**src/rtl/icache_pkg.sv**
```systemverilog
// Shared types, widths and address-field helpers for the direct-mapped instruction cache.
package icache_pkg;

    localparam int ADDR_W    = 10;
    localparam int INDEX_W   = 3;
    localparam int TAG_W     = 3;
    localparam int OFFSET_W  = 2;
    localparam int BLKADDR_W = 6;
    localparam int BLOCK_W   = 128;
    localparam int WORD_W    = 32;
    localparam int CNT_W     = 16;

    typedef enum logic [1:0] {
        IDLE,
        MEM_READ,
        UPDATE
    } state_t;

    function automatic logic [OFFSET_W-1:0] pc_offset(input logic [ADDR_W-1:0] pc);
        return pc[3:2];
    endfunction

    function automatic logic [INDEX_W-1:0] pc_index(input logic [ADDR_W-1:0] pc);
        return pc[6:4];
    endfunction

    function automatic logic [TAG_W-1:0] pc_tag(input logic [ADDR_W-1:0] pc);
        return pc[9:7];
    endfunction

    function automatic logic [BLKADDR_W-1:0] pc_block(input logic [ADDR_W-1:0] pc);
        return pc[9:4];
    endfunction

endpackage

```
**src/rtl/icache_line_array.sv**
```systemverilog
// Valid/tag/data storage for the cache lines: combinational read by index, synchronous fill.
module icache_line_array
    import icache_pkg::*;
#(
    parameter int LINES = 8
) (
    input  logic               clock,
    input  logic               reset_n,
    input  logic [INDEX_W-1:0] i_rd_index,
    output logic               o_rd_valid,
    output logic [TAG_W-1:0]   o_rd_tag,
    output logic [BLOCK_W-1:0] o_rd_data,
    input  logic               i_wr_en,
    input  logic [INDEX_W-1:0] i_wr_index,
    input  logic [TAG_W-1:0]   i_wr_tag,
    input  logic [BLOCK_W-1:0] i_wr_data
);

    logic [LINES-1:0]   r_valid;
    logic [TAG_W-1:0]   r_tag  [LINES];
    logic [BLOCK_W-1:0] r_data [LINES];

    always_ff @(posedge clock or negedge reset_n) begin
        if (!reset_n) begin
            r_valid <= '0;
        end else if (i_wr_en) begin
            r_valid[i_wr_index] <= 1'b1;
        end
    end

    // NOTE: tag and data arrays have no reset; a line is only ever used when its
    // valid bit is set, so clearing the valid bits alone is enough.
    always_ff @(posedge clock) begin
        if (i_wr_en) begin
            r_tag[i_wr_index]  <= i_wr_tag;
            r_data[i_wr_index] <= i_wr_data;
        end
    end

    assign o_rd_valid = r_valid[i_rd_index];
    assign o_rd_tag   = r_tag[i_rd_index];
    assign o_rd_data  = r_data[i_rd_index];

endmodule

```
**src/rtl/icache_controller.sv**
```systemverilog
// Direct-mapped instruction cache controller: hit path, miss/refill FSM and saturating hit/miss counters.
module icache_controller
    import icache_pkg::*;
#(
    parameter int LINES = 8,
    parameter int PC_W  = 10
) (
    input  logic                 clock,
    input  logic                 reset_n,
    input  logic                 read,
    input  logic [PC_W-1:0]      pc,
    output logic [WORD_W-1:0]    instruction,
    output logic                 busywait,
    output logic                 mem_read,
    output logic [BLKADDR_W-1:0] mem_address,
    input  logic [BLOCK_W-1:0]   mem_readinst,
    input  logic                 mem_busywait,
    output logic [CNT_W-1:0]     hit_count,
    output logic [CNT_W-1:0]     miss_count
);

    state_t               r_state;
    state_t               w_next_state;
    logic [BLKADDR_W-1:0] r_miss_block;
    logic [CNT_W-1:0]     r_hit_count;
    logic [CNT_W-1:0]     r_miss_count;

    logic                 w_line_valid;
    logic [TAG_W-1:0]     w_line_tag;
    logic [BLOCK_W-1:0]   w_line_data;
    logic                 w_hit;
    logic                 w_miss;
    logic                 w_fill;

    icache_line_array #(.LINES(LINES)) u_lines (
        .clock      (clock),
        .reset_n    (reset_n),
        .i_rd_index (pc_index(pc)),
        .o_rd_valid (w_line_valid),
        .o_rd_tag   (w_line_tag),
        .o_rd_data  (w_line_data),
        .i_wr_en    (w_fill),
        .i_wr_index (r_miss_block[INDEX_W-1:0]),
        .i_wr_tag   (r_miss_block[BLKADDR_W-1:INDEX_W]),
        .i_wr_data  (mem_readinst)
    );

    assign w_hit       = read && w_line_valid && (w_line_tag == pc_tag(pc));
    assign w_miss      = read && !w_hit;
    assign w_fill      = (r_state == UPDATE);
    assign instruction = w_line_data[pc_offset(pc)*WORD_W +: WORD_W];
    assign mem_address = r_miss_block;
    assign hit_count   = r_hit_count;
    assign miss_count  = r_miss_count;

    // NOTE: every output of this block gets a default before the case so no path
    // leaves one unassigned, which would otherwise infer a latch.
    always_comb begin
        w_next_state = r_state;
        busywait     = 1'b0;
        mem_read     = 1'b0;
        unique case (r_state)
            IDLE: begin
                busywait = w_miss;
                if (w_miss) w_next_state = MEM_READ;
            end
            MEM_READ: begin
                busywait = 1'b1;
                mem_read = 1'b1;
                if (!mem_busywait) w_next_state = UPDATE;
            end
            UPDATE: begin
                busywait     = 1'b1;
                w_next_state = IDLE;
            end
            default: w_next_state = IDLE;
        endcase
    end

    // NOTE: state is updated with non-blocking assignments so every register samples
    // the pre-edge values, independent of statement order.
    always_ff @(posedge clock or negedge reset_n) begin
        if (!reset_n) begin
            r_state      <= IDLE;
            r_miss_block <= '0;
            r_hit_count  <= '0;
            r_miss_count <= '0;
        end else begin
            r_state <= w_next_state;
            if (r_state == IDLE && w_miss) begin
                r_miss_block <= pc_block(pc);
                if (r_miss_count != '1) r_miss_count <= r_miss_count + 1'b1;
            end
            if (r_state == IDLE && w_hit && r_hit_count != '1) begin
                r_hit_count <= r_hit_count + 1'b1;
            end
        end
    end

endmodule
```
**config.mk**
```make
export PLATFORM = sky130hd
export DESIGN_NAME = icache_controller
export DESIGN_NICKNAME = d
export VERILOG_FILES = /design/src/rtl/icache_pkg.sv /design/src/rtl/icache_line_array.sv /design/src/rtl/icache_controller.sv
export SDC_FILE = /design/constraint.sdc
export NUM_CORES = 1
export LEC_CHECK = 0
export ABC_CLOCK_PERIOD_IN_PS = 10100
export CAP_MARGIN = 25
export CORE_ASPECT_RATIO = 2
export CORE_MARGIN = 1
export CORE_UTILIZATION = 29
export DETAILED_ROUTE_END_ITERATION = 10
export MAX_ROUTING_LAYER = met4
export PLACE_DENSITY = 0.47
export REMOVE_ABC_BUFFERS = 1
export SETUP_SLACK_MARGIN = 0.1
export SLEW_MARGIN = 15
export SYNTH_ARGS = -nofsm -noshare
export SYNTH_HDL_FRONTEND = slang
export SYNTH_SLANG_ARGS = --single-unit
```
**constraint.sdc**
```tcl
create_clock -name clock -period 10.1 [get_ports clock]
set_clock_uncertainty 0.1 [all_clocks]
set_input_delay 2.02 -clock clock [delete_from_list [all_inputs] [get_ports clock]]
set_output_delay 2.02 -clock clock [all_outputs]
set_load 0.03 [all_outputs]
```
# ---- Word-level counts from Yosys, hierarchy flattened
# Memory sizes are Yosys's and may differ from the RTL's.
# Cells that the tools add are included.
dict set report word_totals {
  ff_bits 48
  latch_bits 0
  ramBits 1048
  rom_bits 0
  output_inout_bits 72
  word_cells 44
  memories 2
}
dict set report classes {
  add_sub_neg 2
  n_mul 0
  div_mod_pow 0
  n_lt_le_gt_ge 3
  n_eq_ne 7
  shifts 1
  n_mux 11
  bitwise_logic 1
  reduce_logical 12
}
# name depth word_bits read_ports rd_clocked_by_memory_dff write_ports line_no
set memory_table {}
lappend memory_table {u_lines.r_data 8 128 1 0 1 icache_line_array.sv:21} ;# logic [BLOCK_W-1:0] r_data [LINES];
lappend memory_table {u_lines.r_tag 8 3 1 0 1 icache_line_array.sv:20} ;# logic [TAG_W-1:0] r_tag [LINES];
# cell count
set ops {}
lappend ops {{$shiftx 128x8->32} 1}
lappend ops {{$add 16x1->16 const B} 2}
lappend ops {{$ne 16x16->1 const B} 2}
lappend ops {{$lt 3x4->1 const B} 2}
lappend ops {{$or 8x8->8} 1}
lappend ops {{$logic_and 1x1->1} 7}
lappend ops {{$mux 1} 5}
lappend ops {{$mux 2} 2}
lappend ops {{$ne 2x2->1 const B} 2}
lappend ops {{$pmux 2 s2} 1}
lappend ops {{$reduce_and 2->1} 2}
lappend ops {{$bmux 1 s3} 1}
lappend ops {{$demux 1 s3} 1}
lappend ops {{$eq 3x3->1} 1}
lappend ops {{$ge 3x1->1 const B} 1}
lappend ops {{$eq 2x1->1 const B} 1}
lappend ops {{$eq 2x2->1 const B} 1}
lappend ops {{$logic_not 2->1} 1}
lappend ops {{$pmux 1 s2} 1}
lappend ops {{$reduce_or 2->1} 1}
lappend ops {{$logic_not 1->1} 1}

# ---- Depth between registers and ports, before layout
# Gate-level depths: netlist (run 1).
dict set report logic_depth {
  ltp_word 8
  depth_mapped 9
  depth_no_buf 8
}

# ---- By module
# Synthesis (run 1) repeated with hierarchy kept, for this count alone.
dict set report hier_totals {
  hier_cells 1755
  area_unflattened_um2 43008.7
}
# mod n_inst cells_per_inst area_each_um2 seq_area_each_um2
set modules_own_cells {}
lappend modules_own_cells {icache_line_array 1 1550 40321.2 31670.4}
lappend modules_own_cells {icache_controller 1 205 2687.6 1001.0}

# ---- Worst setup path before layout (run 1)
# OpenSTA, ideal clock, no wires.
dict set report synth_path {
  kind {register -> register}
  start {reg r_state[0]}
  end {reg u_lines.r_valid[4]}
  setup_ns 0.122
  arrival_time_ns 10.474
  t_required_ns 9.878
  slack_ns -0.596
  path_stages_with_launch 6
  n_path_buf 0
  synth_period_minus_slack_ns 10.696
  cell_sequence {dfrtp_1 -> inv_1 -> ha_1 -> nand2_1 -> nor3_1 -> or2_2}
}
dict set report synth_between {
  elab_chain_cells 1
}
# element line_no
set synth_lines {}
lappend synth_lines {{from (decl)} icache_controller.sv:22} ;# state_t r_state;
lappend synth_lines {{from (signal assigned)} icache_controller.sv:89} ;# r_state <= w_next_state;
lappend synth_lines {{$eq 2x2->1} icache_controller.sv:50} ;# assign w_fill = (r_state == UPDATE);
lappend synth_lines {{to (signal assigned)} icache_line_array.sv:25} ;# r_valid <= '0;
lappend synth_lines {{to (signal, indexed assignment)} icache_line_array.sv:27} ;# r_valid[i_wr_index] <= 1'b1;
lappend synth_lines {{to (decl)} icache_line_array.sv:19} ;# logic [LINES-1:0] r_valid;
# Every way passes these cells.
# A chain may end at the register's enable or synchronous reset.

# ---- Final worst setup path (run 1)
dict set report layout_path {
  start {in pc[5]}
  end {out busywait}
}
dict set report layout_between {
  elab_chain_cells 7
  elab_cells_between_ends 9
  cone_classes {eq/ne: 1; mux: 3; reduce/logical: 4; memory: 1}
}
# element line_no
set layout_lines {}
lappend layout_lines {{from (decl)} icache_controller.sv:11} ;# input logic [PC_W-1:0] pc,
lappend layout_lines {{parallel branches: the longest is 3 deep, another holds $mem_v2 8x3} --}
lappend layout_lines {{$logic_and 1x1->1 (*)} icache_controller.sv:48} ;# assign w_hit = read && w_line_valid && (w_line_tag == pc_tag(pc));
lappend layout_lines {{$logic_not 1->1 (*)} icache_controller.sv:49} ;# assign w_miss = read && !w_hit;
lappend layout_lines {{$logic_and 1x1->1 (*)} icache_controller.sv:49}
lappend layout_lines {{$pmux 1 s2 (*)} icache_controller.sv:62} ;# unique case (r_state)
lappend layout_lines {{to (decl)} icache_controller.sv:13} ;# output logic busywait,
# Mark *: on every way between the ends. The select of a mux whose other input is x is not followed.

==> results.toml, run 1 <==
[critical_path]
critical_path_buf_inv_count = 4
worst-setup-path-type = "input port to primary output"
timing.critical_path.max_delay_family = "buffers and inverters"
timing.critical_path.from_type = "input port"
critical_path.endpoint_type = "primary output"
critical_path_peak_fanout = 97
arrival_ns = 5.27
cpPeakStageDelay_ns = 0.67
worst_path_max_delay_cell = "sky130_fd_sc_hd__clkdlybuf4s50_1"
crit_path_cell_trace = "buf_8 -> buf_12 -> mux2i_1 -> nor2_1 -> nand4_2 -> buf_4 -> and2_1 -> o21ba_2 -> clkdlybuf4s50_1"
worst_ep_required_time_ns = 7.98

[clock_tree]
clock-sinks = 1096
cts.path.max_buffers = 3
cts-resized-gates = 0
tritoncts = "yes"
clock_insertion_delay_worst_skew_ns = 0.69
clock_tree.root_cell = "sky130_fd_sc_hd__clkbuf_16"
cts_post_setup_buffers_inserted = 0
clk_pin_slew_ns = 0.06
cts_inserted_buffers = 102
htree_num_levels = 3
cts_hold_buf = 0

[cells_and_area]
share_of_post_route_cells_with_drive_strength_above_1 = 0.281
number_of_nets_in_the_final_layout = 2138
filler_cell_count = 13400
mostFrequentLayoutCell = "sky130_fd_sc_hd__edfxtp_1"
flow.area_growth_from_synthesis_pct = 19.1
multiInputGateArea_mm2 = 0.00895
final_cell_mix = "sky130_fd_sc_hd__edfxtp_1, sky130_fd_sc_hd__mux4_2, sky130_fd_sc_hd__clkdlybuf4s50_1"
regArea_mm2 = 0.0327

[synthesis]
synth-edff-count = 1048
mappedNetlistArea_mm2 = 0.0420
postSynthRegisterBits = 1096
netlist_instances = 1715
asyncSetResetFlopFracSynth = 0.0438
syn_area_per_cell_um2 = 24.5
synth-seq-area-share = 0.777
yosys_most_used_dff = "sky130_fd_sc_hd__edfxtp_1"
synth_top_area_frac = 0.748
synth.area.top_cells = "sky130_fd_sc_hd__edfxtp_1, sky130_fd_sc_hd__mux4_2, sky130_fd_sc_hd__dfrtp_1, sky130_fd_sc_hd__mux2_2, sky130_fd_sc_hd__xor2_1"
synth-warning-count = 0
synth_largest_area_cell = "sky130_fd_sc_hd__edfxtp_1"
post_synth_num_cell_types = 35

[floorplan]
dieArea_mm2 = 0.147
ios = 214
die_height_um = 541
number_of_rows_in_the_core_area = 197
placeable_area_mm2 = 0.144
die_w_um = 271
start_util = 0.292

[global_route]
grt_overflow = 0
grt_usage = 0.139
grt_start_max_net_pins = 98
first_global_vias = 20800
grt_pass1_wl_um = 144000
antenna_found_initial = 19

[placement]
place.port_buffers = 211
dp_hpwl_um = 52600
globalplace.congestion = 0.724
placement.setup.worst_slack_ns = 2.44

[sta]
worst-slew-pin-transition_ns = 1.02
worst_slew_margin_rel = 0.318
period_share = 0.731
report.final.setup_viol = 0
final_max_slew_viol_count = 0
timing.final.hold_violations = 0
max_freq_mhz = 135
post-route-min-period_ns = 7.39
finalWorstSetupSlack_ns = 2.71
grt_setup_unrepaired = "false"

[drt]
met2_length_um = 51300
routed_wl_um = 97600
dr.max_layer_used = "met4"
vias_per_cell = 4.66
postRouteAntennaNets = 0
drtIter0Drc = 989
route.met3.wl_um = 4490
routedWlPerCell_um = 24.5
count_of_vias_placed_by_the_detailed_router = 18600
drt_drc_violations_left = 0
wl_met1_um = 40000
detail_route.first_pass.iterations = 4

[flow_run]
drv.max_cap_violation_count = 0

[status]
run_status = "completed"

[pwr]
p_leak_nw = 15.6
power.density_mw_per_mm2 = 211
post-layout-total-power_mw = 10.6
peak_supply_drop_mv = 0.141

[worst_hold_path]
hold_path.class = "flop to flop"
stage by stage:
step | cells | hold WS, ns | util | setup TNS [ns] | area, µm²
after floorplan | 1631 | 0.334 | - | -108.28 | 41600
after global placement | 3770 | 0.345 | 0.323 | 0 | 46500
after detailed placement | 3774 | 0.356 | 0.324 | 0 | 46600
after CTS | 3967 | 0.372 | 0.348 | 0 | 50000
after global routing | 3983 | 0.374 | 0.348 | 0 | 50100
final | 3983 | 0.365 | 0.348 | 0 | 50100
worst register-to-register path, stage by stage, from the launching register on:
cell	delay (ns)
sky130_fd_sc_hd__dfrtp_1	0.41
sky130_fd_sc_hd__inv_1	0.12
sky130_fd_sc_hd__ha_1	0.20
sky130_fd_sc_hd__nand2b_1	0.22
sky130_fd_sc_hd__nor2_4	0.35
sky130_fd_sc_hd__buf_12	0.24
sky130_fd_sc_hd__buf_4	0.52
sky130_fd_sc_hd__buf_4	0.87
cells by family (layout without fill, tap and decap cells):
family | count (synthesis) | after routing | synth area share
xor gates and xnor gates | 31 | 31 | 0.00646
DFF | 1096 | 1096 | 0.777
AOI/OAI and AO/OA | 7 | 7 | 0.00119
muxes | 381 | 381 | 0.189
buffers and inverters | 90 | 453 | 0.0115
and+or+nand+nor | 103 | 103 | 0.0131
adders and majority gates | 7 | 7 | 0.00208
other | 0 | 15 | 0
sequential cells by signal, summed over array words and instances, names as in the netlist:
| register | flops |
|---|---|
| hit_count | 16 |
| mem_address | 6 |
| miss_count | 16 |
| u_lines.r_data | 1024 |
| u_lines.r_valid | 8 |
| u_lines.r_tag | 24 |
| r_state | 2 |
final cells by class:
cell class / instances / area share
clock buffers: 131 / 0.0537
repair buffers: 254 / 0.0518
clock inverters: 62 / 0.0153
diodes: 15 / 0.000749
multi-input cells: 529 / 0.179
flip-flops and latches: 1096 / 0.652
inverters: 6 / 0.000450
well taps: 1890 / 0.0472
synth_stat cells, types with 2 or more instances:
| master | number |
|---|---|
| sky130_fd_sc_hd__xnor2_1 | 11 |
| sky130_fd_sc_hd__mux4_2 | 325 |
| sky130_fd_sc_hd__clkbuf_1 | 36 |
| sky130_fd_sc_hd__buf_2 | 7 |
| sky130_fd_sc_hd__xor2_1 | 20 |
| sky130_fd_sc_hd__dfrtp_1 | 48 |
| sky130_fd_sc_hd__or2_2 | 8 |
| sky130_fd_sc_hd__nand2b_1 | 5 |
| sky130_fd_sc_hd__nor3b_1 | 3 |
| sky130_fd_sc_hd__ha_1 | 7 |
| sky130_fd_sc_hd__nand2_1 | 21 |
| sky130_fd_sc_hd__mux2_2 | 42 |
| sky130_fd_sc_hd__and2_1 | 2 |
| sky130_fd_sc_hd__buf_1 | 11 |
| sky130_fd_sc_hd__nand4_1 | 11 |
| sky130_fd_sc_hd__buf_6 | 7 |
| sky130_fd_sc_hd__buf_4 | 23 |
| sky130_fd_sc_hd__nor4_1 | 5 |
| sky130_fd_sc_hd__nand3_1 | 12 |
| sky130_fd_sc_hd__edfxtp_1 | 1048 |
| sky130_fd_sc_hd__nand4b_1 | 2 |
| sky130_fd_sc_hd__mux2i_1 | 13 |
| sky130_fd_sc_hd__o21ai_0 | 3 |
| sky130_fd_sc_hd__nor2_1 | 12 |
| sky130_fd_sc_hd__and4_1 | 2 |
| sky130_fd_sc_hd__inv_1 | 6 |
| sky130_fd_sc_hd__nor3_1 | 14 |
| sky130_fd_sc_hd__and3_1 | 4 |
power by group:
group	switching, mW	internal (mW)
sequential	0.106	5.34
clock	1.70	2.31
combinational	0.644	0.472
metal layers:
layer  up-vias  track usage
met5         -            -
met4         0       0.0358
met3       119       0.0302
met2       351        0.237
met1     10200        0.165
li1       7935            -
path summary, 6_finish.rpt:
path / endpoint / depth (start not counted) / slack (ns) / from
max: busywait / 9 / 2.71 / pc[5]
max in group asynchronous: miss_count[2] / 2 / 8.19 / reset_n
min: u_lines.r_valid[4] / 1 / 0.37 / u_lines.r_valid[4]
min in group asynchronous: hit_count[5] / 1 / 1.18 / reset_n
max reg2reg: u_lines.r_data[2][8] / 7 / 6.61 / r_state[0]
min reg2reg: u_lines.r_valid[4] / 1 / 0.37 / u_lines.r_valid[4]
No activity file was read; power rests on OpenSTA's default activity.
==> inputs of run 2 (changes only) <==
--- a/config.mk
+++ b/config.mk
@@ -5,14 +5,14 @@
 export SDC_FILE = /design/constraint.sdc
 export NUM_CORES = 1
 export LEC_CHECK = 0
-export ABC_CLOCK_PERIOD_IN_PS = 10100
+export ABC_CLOCK_PERIOD_IN_PS = 7550
 export CAP_MARGIN = 25
 export CORE_ASPECT_RATIO = 2
 export CORE_MARGIN = 1
 export CORE_UTILIZATION = 29
 export DETAILED_ROUTE_END_ITERATION = 10
 export MAX_ROUTING_LAYER = met4
-export PLACE_DENSITY = 0.47
+export PLACE_DENSITY = 0.45
 export REMOVE_ABC_BUFFERS = 1
 export SETUP_SLACK_MARGIN = 0.1
 export SLEW_MARGIN = 15
==> constraint.sdc (replaced) <==
create_clock -name clock -period 7.55 [get_ports clock]
set_clock_uncertainty 0.1 [all_clocks]
set_input_delay 1.51 -clock clock [delete_from_list [all_inputs] [get_ports clock]]
set_output_delay 1.51 -clock clock [all_outputs]
set_load 0.03 [all_outputs]
==> results.toml, run 2 (same netlist as run 1, synthesis figures left out) <==
[clock_tree]
cts_post_setup_buffers_inserted = 0
clk_pin_slew_ns = 0.06
tritoncts = "yes"
htree_num_levels = 3
cts_hold_buf = 0
cts_inserted_buffers = 100
clock-sinks = 1096
clock_insertion_delay_worst_skew_ns = 0.68
cts.path.max_buffers = 3
cts-resized-gates = 0
clock_tree.root_cell = "sky130_fd_sc_hd__clkbuf_16"

[sta]
worst-slew-pin-transition_ns = 1.04
grt_setup_unrepaired = "false"
final_max_slew_viol_count = 0
report.final.setup_viol = 0
post-route-min-period_ns = 6.14
finalWorstSetupSlack_ns = 1.41
final.setup.tns_ns = 0
max_freq_mhz = 163
worst_slew_margin_rel = 0.304
timing.final.hold_violations = 0
period_share = 0.813

[floorplan]
placeable_area_mm2 = 0.144
die_w_um = 271
dieArea_mm2 = 0.147
number_of_rows_in_the_core_area = 197
die_height_um = 541
start_util = 0.292
ios = 214

[placement]
place.port_buffers = 211
dp_hpwl_um = 54600
post-place-cells = 3785
placement.setup.worst_slack_ns = 1.34
globalplace.congestion = 0.706

[cells_and_area]
fin_util = 0.347
regMostFlops = "u_lines.r_data"
share_of_post_route_cells_with_drive_strength_above_1 = 0.289
multiInputGateArea_mm2 = 0.00895
final_cell_mix = "sky130_fd_sc_hd__edfxtp_1, sky130_fd_sc_hd__mux4_2, sky130_fd_sc_hd__clkdlybuf4s50_1"
largest_registers_in_the_final_layout = "u_lines.r_data: 1024 flops, u_lines.r_tag: 24 flops"
mostFrequentLayoutCell = "sky130_fd_sc_hd__edfxtp_1"
largest_register_ffs = 1024
filler_cell_count = 13400
number_of_nets_in_the_final_layout = 2146
flow.area_growth_from_synthesis_pct = 18.7
post_layout_nonfiller_instances = 3983
regArea_mm2 = 0.0327

[drt]
drtIter0Drc = 1135
detail_route.first_pass.iterations = 5
count_of_vias_placed_by_the_detailed_router = 18600
postRouteAntennaNets = 0
drt_drc_violations_left = 0
vias_per_cell = 4.67
routedWlPerCell_um = 24.7
routed_wl_um = 98300

[pwr]
power.net_switching_mw = 3.22
peak_supply_drop_mv = 0.214
power.share.sequential = 0.526
combinational_group_share_of_total_power = 0.107
power_frac_clock = 0.367
power.internal_mw = 10.6
power.density_mw_per_mm2 = 278
netSwitchingFraction = 0.232
post-layout-total-power_mw = 13.9
p_leak_nw = 15.5

[critical_path]
critical_path_peak_fanout = 42
critical_path.reg2reg.startpoint = "r_state[0]"
critical_path.reg2reg.endpoint = "u_lines.r_data[6][43]"
timing.critical_path.from_type = "input port"
critical_path.endpoint_type = "primary output"
rr_worst_depth = 6
arrival_ns = 4.53
reg2reg_setup_slack_ns = 4.19
worst-setup-path-type = "input port to primary output"
setup.worst_path.start = "pc[4]"
worst_ep_required_time_ns = 5.94

[worst_hold_path]
min_delay_path_depth = 1
holdCritStartpoint = "u_lines.r_valid[4]"
min_delay_worst_endpoint = "u_lines.r_valid[4]"
hold_path.class = "flop to flop"

[global_route]
antenna_found_initial = 19
grt_usage = 0.140
grt_pass1_wl_um = 146000
grt_overflow = 0
grt_start_max_net_pins = 66
first_global_vias = 21200

[flow_run]
drv.max_cap_violation_count = 0

[status]
run_status = "completed"
-- run 2: cell count changes in the layout (fill, tap and decap cells not counted), moves of 5 or more --
cell                        before  now
sky130_fd_sc_hd__buf_4          33   46
sky130_fd_sc_hd__clkbuf_1       27   12
sky130_fd_sc_hd__clkinv_2       18   25
sky130_fd_sc_hd__bufinv_16      16   11
-- run 2: critical path, cell delays in order --
cell                              delay (ns)
sky130_fd_sc_hd__buf_8                  0.41
sky130_fd_sc_hd__buf_12                 0.37
sky130_fd_sc_hd__mux4_2                 0.56
sky130_fd_sc_hd__mux4_2                 0.49
sky130_fd_sc_hd__mux2_2                 0.27
sky130_fd_sc_hd__clkdlybuf4s50_1        0.73
-- run 2: power groups by stage --
stage / clock, mW / combinational, mW / sequential, mW
floorplan: 0 / 0.721 / 7.52
global placement: 0 / 1.52 / 7.39
detailed placement: 0 / 1.54 / 7.42
CTS: 5.27 / 1.55 / 7.29
global route: 5.45 / 1.61 / 7.32
finish: 5.09 / 1.49 / 7.29
-- run 2: area by class of cell --
cell class,count,share of cell area
clock inverter,65,0.0127
inverter,6,0.000451
tap,1890,0.0474
antenna,17,0.000852
timing repair buffer,264,0.0525
multi-input combinational,529,0.179
clock buffer,116,0.0526
sequential,1096,0.654
-- run 2: worst max path at each step --
stage | cells after the start | slack (ns) | end
after floorplan | 5 | -3.15 | u_lines.r_valid[4]
after global placement | 6 | 1.33 | instruction[22]
after detailed placement | 6 | 1.34 | instruction[0]
after CTS | 6 | 1.34 | instruction[0]
after global routing | 6 | 1.28 | instruction[0]
final | 6 | 1.41 | instruction[0]
-- run 2: per-stage QoR --
step / instance area, µm² / hold WS, ns
floorplan: 41600 / 0.334
global placement: 46600 / 0.345
detailed placement: 46600 / 0.356
CTS: 49900 / 0.379
global route: 49900 / 0.382
finish: 49900 / 0.378
-- run 2: per-layer routing --
layer / up-vias / global-route usage / part of all wire
met5: - / - / 0
met4: 0 / 0.0420 / 0.020
met3: 108 / 0.0271 / 0.045
met2: 379 / 0.248 / 0.54
met1: 10200 / 0.158 / 0.40
li1: 7965 / - / -
